File: src/rtl/axis_fir_sink_pkg.sv
// Shared types and constants for the FIR output-stream sink and its throttle.
// Default widths match the FIR datapath this sink terminates.
package axis_fir_pkg;

  typedef enum logic [1:0] {
    IDLE  = 2'd0,
    FIRST = 2'd1,
    ACCUM = 2'd2
  } fir_state_e;

  localparam int FIR_OUT_W = 32;
  localparam int FIR_IN_W  = 16;
  localparam int DEF_CNT_W = 16;
  localparam int DEF_SUM_W = 48;

  // Saturation ceiling for counters at the default counter width.
  localparam logic [DEF_CNT_W-1:0] CNT_MAX = '1;

endpackage

File: src/rtl/axis_fir_sink_if.sv
// AXI-Stream beat bundle (tdata/tkeep/tvalid/tlast/tready) with master and
// slave views.
interface axis_fir_sink_if
  import axis_fir_pkg::*;
#(
  parameter int DATA_W = FIR_OUT_W
) ();

  logic [DATA_W-1:0]   tdata;
  logic [DATA_W/8-1:0] tkeep;
  logic                tvalid;
  logic                tlast;
  logic                tready;

  modport master (output tdata, tkeep, tvalid, tlast, input tready);
  modport slave  (input tdata, tkeep, tvalid, tlast, output tready);

endinterface

File: src/rtl/axis_fir_sink_throttle.sv
// Periodic back-pressure generator: a free-running period counter that flags
// the first THR_LOW cycles of every THR_PERIOD enabled cycles.
module axis_throttle #(
  parameter int unsigned THR_PERIOD = 0,
  parameter int unsigned THR_LOW    = 0
) (
  input  logic clk,
  input  logic reset,
  input  logic enable_i,
  output logic throttleLow_o
);

  localparam int unsigned CW = (THR_PERIOD > 1) ? $clog2(THR_PERIOD) : 1;
  localparam logic [CW-1:0] LAST_C = (THR_PERIOD > 0) ? CW'(THR_PERIOD - 1) : '0;

  logic [CW-1:0] thrCnt_q;
  logic [CW-1:0] thrCnt_d;

  always_comb begin
    thrCnt_d = thrCnt_q;
    if (enable_i) begin
      thrCnt_d = (thrCnt_q == LAST_C) ? '0 : thrCnt_q + 1'b1;
    end
  end

  always_ff @(posedge clk) begin
    if (reset) begin
      thrCnt_q <= '0;
    end else begin
      thrCnt_q <= thrCnt_d;
    end
  end

  // A zero period or zero low-count never throttles, so no compare is built.
  if (THR_PERIOD == 0 || THR_LOW == 0) begin : g_noThrottle
    assign throttleLow_o = 1'b0;
  end else begin : g_throttle
    localparam logic [CW-1:0] LOW_C = CW'(THR_LOW);
    assign throttleLow_o = (thrCnt_q < LOW_C);
  end

endmodule

File: src/rtl/axis_fir_sink.sv
// AXI-Stream sink for the FIR output: accepts signed samples under optional
// periodic back-pressure and latches per-frame count/min/max/sum/zero-crossings.
module axis_fir_sink
  import axis_fir_pkg::*;
#(
  parameter int          DATA_W     = FIR_OUT_W,
  parameter int          CNT_W      = DEF_CNT_W,
  parameter int          SUM_W      = DEF_SUM_W,
  parameter int unsigned THR_PERIOD = 0,
  parameter int unsigned THR_LOW    = 0
) (
  input  logic              clk,
  input  logic              reset,
  input  logic              enable,
  input  logic              clear,
  axis_fir_sink_if.slave    s_axis,
  output logic              frame_done,
  output logic [CNT_W-1:0]  stat_count,
  output logic [DATA_W-1:0] stat_min,
  output logic [DATA_W-1:0] stat_max,
  output logic [SUM_W-1:0]  stat_sum,
  output logic [CNT_W-1:0]  stat_zc,
  output logic              stat_ovf,
  output logic              keep_err
);

  localparam logic [CNT_W-1:0] CNT_SAT = '1;

  fir_state_e state_q, state_d;
  fir_state_e resume_q, resume_d;

  logic [CNT_W-1:0]         cnt_q, cntNext;
  logic [CNT_W-1:0]         zc_q, zcNext;
  logic signed [DATA_W-1:0] min_q, minNext;
  logic signed [DATA_W-1:0] max_q, maxNext;
  logic signed [SUM_W-1:0]  sum_q, sumNext;
  logic                     ovf_q, ovfNext;
  logic                     prevSign_q;

  logic [CNT_W-1:0]  statCount_q, statZc_q;
  logic [DATA_W-1:0] statMin_q, statMax_q;
  logic [SUM_W-1:0]  statSum_q;
  logic              statOvf_q, done_q, keepErr_q;

  logic                     throttleLow;
  logic                     ready;
  logic                     accept;
  logic                     frameEnd;
  logic signed [DATA_W-1:0] sample;
  logic                     sampleSign;

  axis_throttle #(
    .THR_PERIOD (THR_PERIOD),
    .THR_LOW    (THR_LOW)
  ) u_throttle (
    .clk           (clk),
    .reset         (reset),
    .enable_i      (enable),
    .throttleLow_o (throttleLow)
  );

  assign ready         = enable && (state_q != IDLE) && !throttleLow;
  assign s_axis.tready = ready;
  assign accept        = s_axis.tvalid && ready;
  assign frameEnd      = accept && s_axis.tlast && !clear;
  assign sample        = s_axis.tdata;
  assign sampleSign    = s_axis.tdata[DATA_W-1];

  // Accumulator values as they would stand after the beat on the bus; the
  // first beat of a frame seeds them instead of folding into stale state.
  always_comb begin
    cntNext = cnt_q;
    zcNext  = zc_q;
    minNext = min_q;
    maxNext = max_q;
    sumNext = sum_q;
    ovfNext = ovf_q;
    if (state_q == FIRST) begin
      cntNext = {{(CNT_W-1){1'b0}}, 1'b1};
      zcNext  = '0;
      minNext = sample;
      maxNext = sample;
      sumNext = SUM_W'(sample);
      ovfNext = 1'b0;
    end else begin
      cntNext = (cnt_q == CNT_SAT) ? cnt_q : cnt_q + 1'b1;
      ovfNext = ovf_q | (cnt_q == CNT_SAT);
      minNext = (sample < min_q) ? sample : min_q;
      maxNext = (sample > max_q) ? sample : max_q;
      sumNext = sum_q + SUM_W'(sample);
      zcNext  = ((sampleSign != prevSign_q) && (zc_q != CNT_SAT)) ? zc_q + 1'b1 : zc_q;
    end
  end

  // Disabling parks in IDLE but remembers whether a frame was in progress.
  always_comb begin
    state_d  = state_q;
    resume_d = resume_q;
    unique case (state_q)
      IDLE: begin
        if (enable) state_d = resume_q;
      end
      FIRST, ACCUM: begin
        if (!enable) begin
          state_d  = IDLE;
          resume_d = state_q;
        end else if (accept) begin
          state_d = s_axis.tlast ? FIRST : ACCUM;
        end
      end
      default: state_d = IDLE;
    endcase
    if (clear) begin
      resume_d = FIRST;
      state_d  = enable ? FIRST : IDLE;
    end
  end

  always_ff @(posedge clk) begin
    if (reset) begin
      state_q    <= IDLE;
      resume_q   <= FIRST;
      cnt_q      <= '0;
      zc_q       <= '0;
      min_q      <= '0;
      max_q      <= '0;
      sum_q      <= '0;
      ovf_q      <= 1'b0;
      prevSign_q <= 1'b0;
    end else begin
      state_q  <= state_d;
      resume_q <= resume_d;
      if (clear) begin
        cnt_q      <= '0;
        zc_q       <= '0;
        min_q      <= '0;
        max_q      <= '0;
        sum_q      <= '0;
        ovf_q      <= 1'b0;
        prevSign_q <= 1'b0;
      end else if (accept) begin
        cnt_q      <= cntNext;
        zc_q       <= zcNext;
        min_q      <= minNext;
        max_q      <= maxNext;
        sum_q      <= sumNext;
        ovf_q      <= ovfNext;
        prevSign_q <= sampleSign;
      end
    end
  end

  always_ff @(posedge clk) begin
    if (reset) begin
      statCount_q <= '0;
      statZc_q    <= '0;
      statMin_q   <= '0;
      statMax_q   <= '0;
      statSum_q   <= '0;
      statOvf_q   <= 1'b0;
      done_q      <= 1'b0;
      keepErr_q   <= 1'b0;
    end else begin
      done_q <= frameEnd;
      if (frameEnd) begin
        statCount_q <= cntNext;
        statZc_q    <= zcNext;
        statMin_q   <= minNext;
        statMax_q   <= maxNext;
        statSum_q   <= sumNext;
        statOvf_q   <= ovfNext;
      end
      if (accept && (s_axis.tkeep != '1)) keepErr_q <= 1'b1;
    end
  end

  assign frame_done = done_q;
  assign stat_count = statCount_q;
  assign stat_min   = statMin_q;
  assign stat_max   = statMax_q;
  assign stat_sum   = statSum_q;
  assign stat_zc    = statZc_q;
  assign stat_ovf   = statOvf_q;
  assign keep_err   = keepErr_q;

endmodule

File: src/flat_wrapper.sv
// flat-port wrapper written by rule: the top's interface ports become plain ports
module axis_fir_sink_flat import axis_fir_pkg::*;
#(
  parameter int          DATA_W     = FIR_OUT_W,
  parameter int          CNT_W      = DEF_CNT_W,
  parameter int          SUM_W      = DEF_SUM_W,
  parameter int unsigned THR_PERIOD = 0,
  parameter int unsigned THR_LOW    = 0
)
  (clk, reset, enable, clear, frame_done, stat_count, stat_min, stat_max, stat_sum, stat_zc, stat_ovf, keep_err, s_axis_tdata, s_axis_tkeep, s_axis_tvalid, s_axis_tlast, s_axis_tready);
  axis_fir_sink_if #(.DATA_W(DATA_W)) s_axis_i ();
  input  logic clk;
  input  logic reset;
  input  logic enable;
  input  logic clear;
  output logic frame_done;
  output logic [CNT_W-1:0] stat_count;
  output logic [DATA_W-1:0] stat_min;
  output logic [DATA_W-1:0] stat_max;
  output logic [SUM_W-1:0] stat_sum;
  output logic [CNT_W-1:0] stat_zc;
  output logic stat_ovf;
  output logic keep_err;
  input wire logic [$bits(s_axis_i.tdata)-1:0] s_axis_tdata;
  input wire logic [$bits(s_axis_i.tkeep)-1:0] s_axis_tkeep;
  input wire logic [$bits(s_axis_i.tvalid)-1:0] s_axis_tvalid;
  input wire logic [$bits(s_axis_i.tlast)-1:0] s_axis_tlast;
  output wire logic [$bits(s_axis_i.tready)-1:0] s_axis_tready;
  assign s_axis_i.tdata = s_axis_tdata;
  assign s_axis_i.tkeep = s_axis_tkeep;
  assign s_axis_i.tvalid = s_axis_tvalid;
  assign s_axis_i.tlast = s_axis_tlast;
  assign s_axis_tready = s_axis_i.tready;
  axis_fir_sink #(.DATA_W(DATA_W), .CNT_W(CNT_W), .SUM_W(SUM_W), .THR_PERIOD(THR_PERIOD), .THR_LOW(THR_LOW)) u_core (.clk(clk), .reset(reset), .enable(enable), .clear(clear), .s_axis(s_axis_i), .frame_done(frame_done), .stat_count(stat_count), .stat_min(stat_min), .stat_max(stat_max), .stat_sum(stat_sum), .stat_zc(stat_zc), .stat_ovf(stat_ovf), .keep_err(keep_err));
endmodule
File: config.mk
export PLATFORM = sky130hd
export DESIGN_NAME = axis_fir_sink_flat
export DESIGN_NICKNAME = d
export VERILOG_FILES = /design/src/rtl/axis_fir_sink_pkg.sv /design/src/rtl/axis_fir_sink_if.sv /design/src/rtl/axis_fir_sink_throttle.sv /design/src/rtl/axis_fir_sink.sv /design/src/flat_wrapper.sv
export SDC_FILE = /design/constraint.sdc
export NUM_CORES = 1
export LEC_CHECK = 0
export CORE_MARGIN = 2
export CORE_UTILIZATION = 35
export CTS_BUF_LIST = sky130_fd_sc_hd__clkbuf_16
export DETAILED_ROUTE_END_ITERATION = 6
export SYNTH_ARGS = -nofsm -noshare
export SYNTH_HDL_FRONTEND = slang
export SYNTH_SLANG_ARGS = --single-unit
File: constraint.sdc
create_clock -name clk -period 3.4 [get_ports clk]
set_input_delay 0.68 -clock clk [delete_from_list [all_inputs] [get_ports clk]]
set_output_delay 0.68 -clock clk [all_outputs]
set_load 0.005 [all_outputs]
==> flow_summary.json, run 1 <==
{
  "status": "completed",
  "drc": 0,
  "p_clk_share_pct": 45.3,
  "cts-buffers-inserted": 38,
  "combPwrFrac_pct": 14.0,
  "antenna_found_initial": 0,
  "finalMaxSlewViolations": 0,
  "gp_congestion": 0.9340,
  "fin_util_pct": 48.15,
  "area_growth_pct": 36.45,
  "min_from": "u_core.min_q[15]$_SDFFE_PP0P_",
  "clk_pin_slew_worst_paths_ns": 0.06,
  "synth-seq-area-share_pct": 36.42,
  "start_util_pct": 35.29,
  "totalWireLength_mm": 52.63,
  "clk_latency_ns": 0.55,
  "worstPathMaxFanout": 28,
  "synth_commonest_cells": "nor2_1 (311), dfxtp_1 (297), nand2_1 (232), a21oi_1 (226), a211oi_1 (132)",
  "clock-sinks": 297,
  "hold_viol": 0,
  "holdWs_ns": 0.4527,
  "grt_pass1_wl_mm": 82.99,
  "route.vias.total": 16030,
  "cellPowerDensity_nw_per_um2": 390.5,
  "drt_pass1_iterations": 5,
  "maxCapViolCount": 0,
  "crit_top_cell": "a21oi_1",
  "hp-class": "flop to flop",
  "place_hpwl_mm": 38.20,
  "fp.dieW_um": 220.0,
  "rsz0062_at_grt": "false",
  "grt_pass1_vias": 15480,
  "start_kind": "input pin",
  "crit_path_end_kind": "flop",
  "drive_gt1_share_pct": 15.71,
  "worstSetupPathType": "input pin to flop",
  "r2r-start": "u_core.sum_q[0]$_SDFFE_PP0P_",
  "grt_max_degree": 108,
  "synth_edf_count": 0,
  "worst_slew_pin_slew_ns": 0.6790,
  "p_total_mw": 8.697,
  "cts-root-buf": "clkbuf_16",
  "synth_top_area_share_pct": 36.42,
  "cts-htree-levels": 2,
  "n_antenna_cell": 0,
  "viasPerCell": 5.188,
  "crit_chain": "clkdlybuf4s50_1 > buf_4 > ha_1 > a21o_1 > a21o_1 > a21oi_1 > o21ai_0 > a21oi_1 > o21ai_2 > mux2i_4 > buf_12 > buf_12 > nor2_1 > a21oi_1 > a211oi_1",
  "nets": 2613,
  "clockBufferDepth": 3,
  "place_area_um2": 20740,
  "postSynth.asyncResetShare_pct": 0,
  "postLayoutCellArea_um2": 22270,
  "p_int_mw": 6.406,
  "clock_skew_ns": 0.01705,
  "cts_tree": "yes",
  "synth_top_area_cell": "dfxtp_1",
  "avgSynthCellArea_um2": 7.814,
  "netlist_instances": 2089,
  "yosys.cell_types.count": 73,
  "crit_start": "s_axis_tdata[25]",
  "cpPeakStageDelay_ns": 0.56,
  "synth.most_common_cell": "nor2_1",
  "vdd_ir_drop_max_v": 0.0002766,
  "max_freq_mhz": 306.5,
  "seqPwrFrac_pct": 40.7,
  "switching_share_pct": 26.34,
  "ios": 190,
  "worst_slack_ns": 0.1373,
  "cp.arrival_ns": 3.67,
  "drt_iter0_markers": 882,
  "synthFlopType": "dfxtp_1",
  "ys_seq_elements": 297,
  "syn_area_um2": 16320,
  "critPathRequiredTime_ns": 3.81,
  "cts-hold-fix-buffers": 0,
  "grt_overflow_total": 0,
  "power_switching_mw": 2.291,
  "grt_usage_pct": 21.43,
  "fp.coreArea_um2": 46260,
  "final_cells": 3089,
  "pre_cts_slack_ns": -0.8658,
  "yosysWarnings": 0,
  "finalCriticalPeriod_ns": 3.263,
  "power_leakage_nw": 8.575,
  "synthTopCellsByArea": "dfxtp_1 (36%), ha_1 (8.8%), nor2_1 (7.2%)",
  "ant_nets": 0,
  "syn_nets": 2247,
  "portBuffers": 189,
  "setup_tns_ns": 0,
  "row_count": 79,
  "die_h_um": 220.0,
  "crit_path_top_delay_cell": "clkdlybuf4s50_1",
  "dp.cells": 3015,
  "min_period_over_period_pct": 95.96,
  "die_area_um2": 48380,
  "relSlewSlack_pct": 54.73,
  "setup_viol": 0,
  "wl_per_cell_um": 17.04
}
## routing by layer
layer,up-vias,share of wire (%),GRT usage (%)
met5,-,0,0
met4,0,1.8,4.922
met3,70,5.8,4.569
met2,380,45,34.66
met1,7463,47,29.12
li1,8114,-,-
## power by group through the flow
stage / combinational, mW / clock (mW) / sequential [mW]
4_1_cts: 1.19 / 4.06 / 3.54
6_report: 1.22 / 3.94 / 3.54
3_3_place_gp: 1.17 / 0 / 3.61
5_1_grt: 1.33 / 4.21 / 3.54
3_5_place_dp: 1.18 / 0 / 3.61
2_1_floorplan: 0.604 / 0 / 3.61
## layout by cell type, fill, tap and decap left out, drive strengths merged, types with 10 or more instances in the layout
master,instances
o211ai,10
inv,92
clkdlybuf4s50,182
clkinv,10
ha,115
nand4,35
o21ai,119
a21o,54
nand3,48
buf,277
a22oi,24
xor2,42
nor2,311
xnor2,27
nor3,35
dfxtp,297
nand2b,11
nand2,233
a21oi,227
mux2i,37
a211oi,132
clkbuf,39
## final cells by class
type | instances | area, µm²
Fill cell | 4507 | 23990
Multi-Input combinational cell | 1570 | 9756
Sequential cell | 297 | 5946
Timing Repair Buffer | 466 | 4293
Clock buffer | 38 | 950.9
Tap cell | 607 | 759.5
Inverter | 82 | 307.8
Clock inverter | 29 | 260.3
## registers in the layout (all words and copies together) (netlist names)
signal and count:
u_core.stat_ovf 1, u_core.cnt_q 16, u_core.stat_count 16, u_core.min_q 32, u_core.prevSign_q 1, u_core.state_q 2
u_core.stat_zc 16, u_core.keep_err 1, u_core.max_q 32, u_core.zc_q 16, u_core.sum_q 48, u_core.stat_max 32
u_core.ovf_q 1, u_core.stat_min 32, u_core.frame_done 1, u_core.stat_sum 48, u_core.resume_q 2
## logic make-up after synthesis
logic type | Yosys count | synth area share, %
adders and majority gates | 116 | 8.938
muxes | 38 | 2.338
AOI/OAI and AO/OA | 629 | 24.18
DFF | 297 | 36.42
xor gates and xnor gates | 69 | 3.702
buffers and inverters | 222 | 5.542
and+or+nand+nor | 718 | 18.87
## final timing paths
check,slack (ns),depth (start not counted),end
worst max-delay path,0.14,15,u_core.stat_min[14]$_SDFFE_PP0P_
worst min-delay path,0.45,2,u_core.min_q[15]$_SDFFE_PP0P_
worst max register to register,0.22,14,u_core.sum_q[46]$_SDFFE_PP0P_
worst min register to register,0.45,2,u_core.min_q[15]$_SDFFE_PP0P_
## repair_timing
action                     CTS  global route
cloned                       0             1
pin swaps                    2            17
setup endpoints to repair    7           119
resized for setup           10            36
setup buffers                2             4
## critical path, delay by kind of cell
kind	cells	cell delay, ns
multiplexers	1	0.24
buffers and inverters	4	1.19
AND/OR/NAND/NOR	1	0.04
adder cells (fa/ha/maj)	1	0.31
AO/OA/AOI/OAI	8	1.18
No activity file was read; power rests on OpenSTA's default activity.
==> run 2, diff against run 1 <==
--- a/config.mk
+++ b/config.mk
@@ -7,7 +7,6 @@
 export LEC_CHECK = 0
 export CORE_MARGIN = 2
 export CORE_UTILIZATION = 35
-export CTS_BUF_LIST = sky130_fd_sc_hd__clkbuf_16
 export DETAILED_ROUTE_END_ITERATION = 6
 export SYNTH_ARGS = -nofsm -noshare
 export SYNTH_HDL_FRONTEND = slang
==> flow_summary.json, run 2 (same netlist as run 1, synthesis figures left out) <==
{
  "portBuffers": 189,
  "mostFrequentLayoutCells": "nor2_1 (310), dfxtp_1 (297), buf_4 (253)",
  "ios": 190,
  "clock_skew_ns": 0.01756,
  "clockBufferDepth": 3,
  "rsz0062_at_grt": "false",
  "power_leakage_nw": 8.543,
  "fp.dieW_um": 220.0,
  "totalWireLength_mm": 52.79,
  "switching_share_pct": 26.22,
  "cts-htree-levels": 2,
  "grt_pass1_vias": 15490,
  "worstPathMaxFanout": 28,
  "grt_usage_pct": 21.44,
  "area_growth_pct": 36.51,
  "antenna_found_initial": 0,
  "ant_nets": 0,
  "clk_latency_ns": 0.55,
  "wl_per_cell_um": 17.09,
  "pre_cts_slack_ns": -0.8658,
  "worst_slack_ns": 0.1489,
  "cts-hold-fix-buffers": 0,
  "fp.coreArea_um2": 46260,
  "cts-buffers-inserted": 38,
  "finalCriticalPeriod_ns": 3.251,
  "final_common_cell": "nor2_1",
  "grt_pass1_wl_mm": 83.00,
  "worst_slew_pin_slew_ns": 0.6704,
  "crit_path_end_kind": "flop",
  "die_area_um2": 48380,
  "finalMaxSlewViolations": 0,
  "p_clk_share_pct": 45.6,
  "start_kind": "input pin",
  "grt_max_degree": 108,
  "seqPwrFrac_pct": 40.4,
  "status": "completed",
  "final_cells": 3089,
  "ff2ff_setup_slack_ns": 0.21,
  "grt_overflow_total": 0,
  "n_fill_cell": 4506,
  "relSlewSlack_pct": 55.30,
  "min_period_over_period_pct": 95.62,
  "place_hpwl_mm": 38.20,
  "viasPerCell": 5.208,
  "hold_viol": 0,
  "route.vias.total": 16090,
  "start_util_pct": 35.29,
  "worstSetupPathType": "input pin to flop",
  "vdd_ir_drop_max_v": 0.0002796,
  "clk_pin_slew_worst_paths_ns": 0.06,
  "cts_tree": "yes",
  "max_freq_mhz": 307.6,
  "p_int_mw": 6.456,
  "maxCapViolCount": 0,
  "setup_viol": 0,
  "cellPowerDensity_nw_per_um2": 392.7,
  "drt_pass1_iterations": 7,
  "hp-class": "flop to flop",
  "drive_gt1_share_pct": 15.75,
  "n_antenna_cell": 0,
  "dp.cells": 3015,
  "clock-sinks": 297,
  "combPwrFrac_pct": 13.9,
  "cp.arrival_ns": 3.66,
  "power_switching_mw": 2.294,
  "row_count": 79,
  "cts-root-buf": "clkbuf_16",
  "die_h_um": 220.0,
  "drc": 0,
  "drt_iter0_markers": 893,
  "nets": 2613,
  "gp_congestion": 0.9340,
  "critPathRequiredTime_ns": 3.81
}
run 2: cell count changes in the layout (fill, tap and decap cells not counted):
cell / before / now
clkbuf_1: 0 / 9
inv_1: 90 / 81
clkbuf_8: 0 / 1
clkinv_1: 1 / 0
run 2: critical path, cell delays in order:
cell and delay (ns):
clkdlybuf4s50_1 0.55, buf_4 0.24, ha_1 0.22, a21o_1 0.16, a21o_1 0.17, a21oi_1 0.13, o21ai_0 0.09, a211oi_1 0.20
buf_4 0.17, o21ai_2 0.08, mux2i_4 0.24, buf_12 0.24, buf_4 0.16, nor2_1 0.04, a21oi_1 0.17, a211oi_1 0.10
run 2: final cells by class:
class                           instances  area (µm²)  area share [%]
Tap cell                              607       759.5           3.408
Sequential cell                       297        5946           26.68
Inverter                               82       307.8           1.381
Clock buffer                           48       998.5           4.481
Timing Repair Buffer                  466        4293           19.27
Multi-Input combinational cell       1570        9756           43.78
Clock inverter                         19       222.7          0.9995
run 2: layer usage:
metal / GRT usage (%) / wire length (µm)
met1: 29.13 / 24710
met2: 34.66 / 23900
met3: 4.569 / 3231
met4: 4.922 / 948
met5: 0 / 0
run 2: what timing repair did:
action | 4_1_cts | 5_1_grt
pin swaps | 2 | 17
gates resized for setup | 10 | 36
endpoints found under the hold margin | 0 | 0
setup endpoints to repair | 7 | 120
setup buffers | 2 | 4
cloned | 0 | 1
run 2: path summary, 6_finish.rpt:
kind / cells after the start / endpoint / start
setup / recovery: 16 / u_core.stat_min[17]$_SDFFE_PP0P_ / s_axis_tdata[8]
hold / removal: 2 / u_core.min_q[15]$_SDFFE_PP0P_ / u_core.min_q[15]$_SDFFE_PP0P_
hold reg to reg: 2 / u_core.min_q[15]$_SDFFE_PP0P_ / u_core.min_q[15]$_SDFFE_PP0P_
setup reg to reg: 14 / u_core.sum_q[46]$_SDFFE_PP0P_ / u_core.sum_q[0]$_SDFFE_PP0P_
run 2: through the flow:
stage                     TNS [ns]  hold WS, ns  power, mW  instance area (µm²)  utilization [%]
after floorplan                  0       0.4363      4.213                16320                -
after global placement      -73.98       0.4414      4.778                20740            44.83
after detailed placement    -79.78       0.4463      4.796                20740            44.83
after CTS                        0       0.4542      8.844                22020            47.61
after global routing             0       0.4741      9.129                22280            48.17
final                            0       0.4525      8.750                22280            48.17
run 2: power groups by stage:
stage | logic [mW] | clock network, mW | registers (mW)
final | 1.22 | 3.99 | 3.54
after global routing | 1.33 | 4.26 | 3.54
after CTS | 1.19 | 4.11 | 3.54
after detailed placement | 1.18 | 0 | 3.61
after global placement | 1.17 | 0 | 3.61
after floorplan | 0.604 | 0 | 3.61
==> run 3, diff against run 2 <==
--- a/config.mk
+++ b/config.mk
@@ -7,7 +7,9 @@
 export LEC_CHECK = 0
 export CORE_MARGIN = 2
 export CORE_UTILIZATION = 35
+export CTS_CLUSTER_DIAMETER = 80
 export DETAILED_ROUTE_END_ITERATION = 6
+export SKIP_LAST_GASP = 1
 export SYNTH_ARGS = -nofsm -noshare
 export SYNTH_HDL_FRONTEND = slang
 export SYNTH_SLANG_ARGS = --single-unit
==> results of run 3 <==
Same layout as run 2: the final DEF is identical, and so are final timing and power.
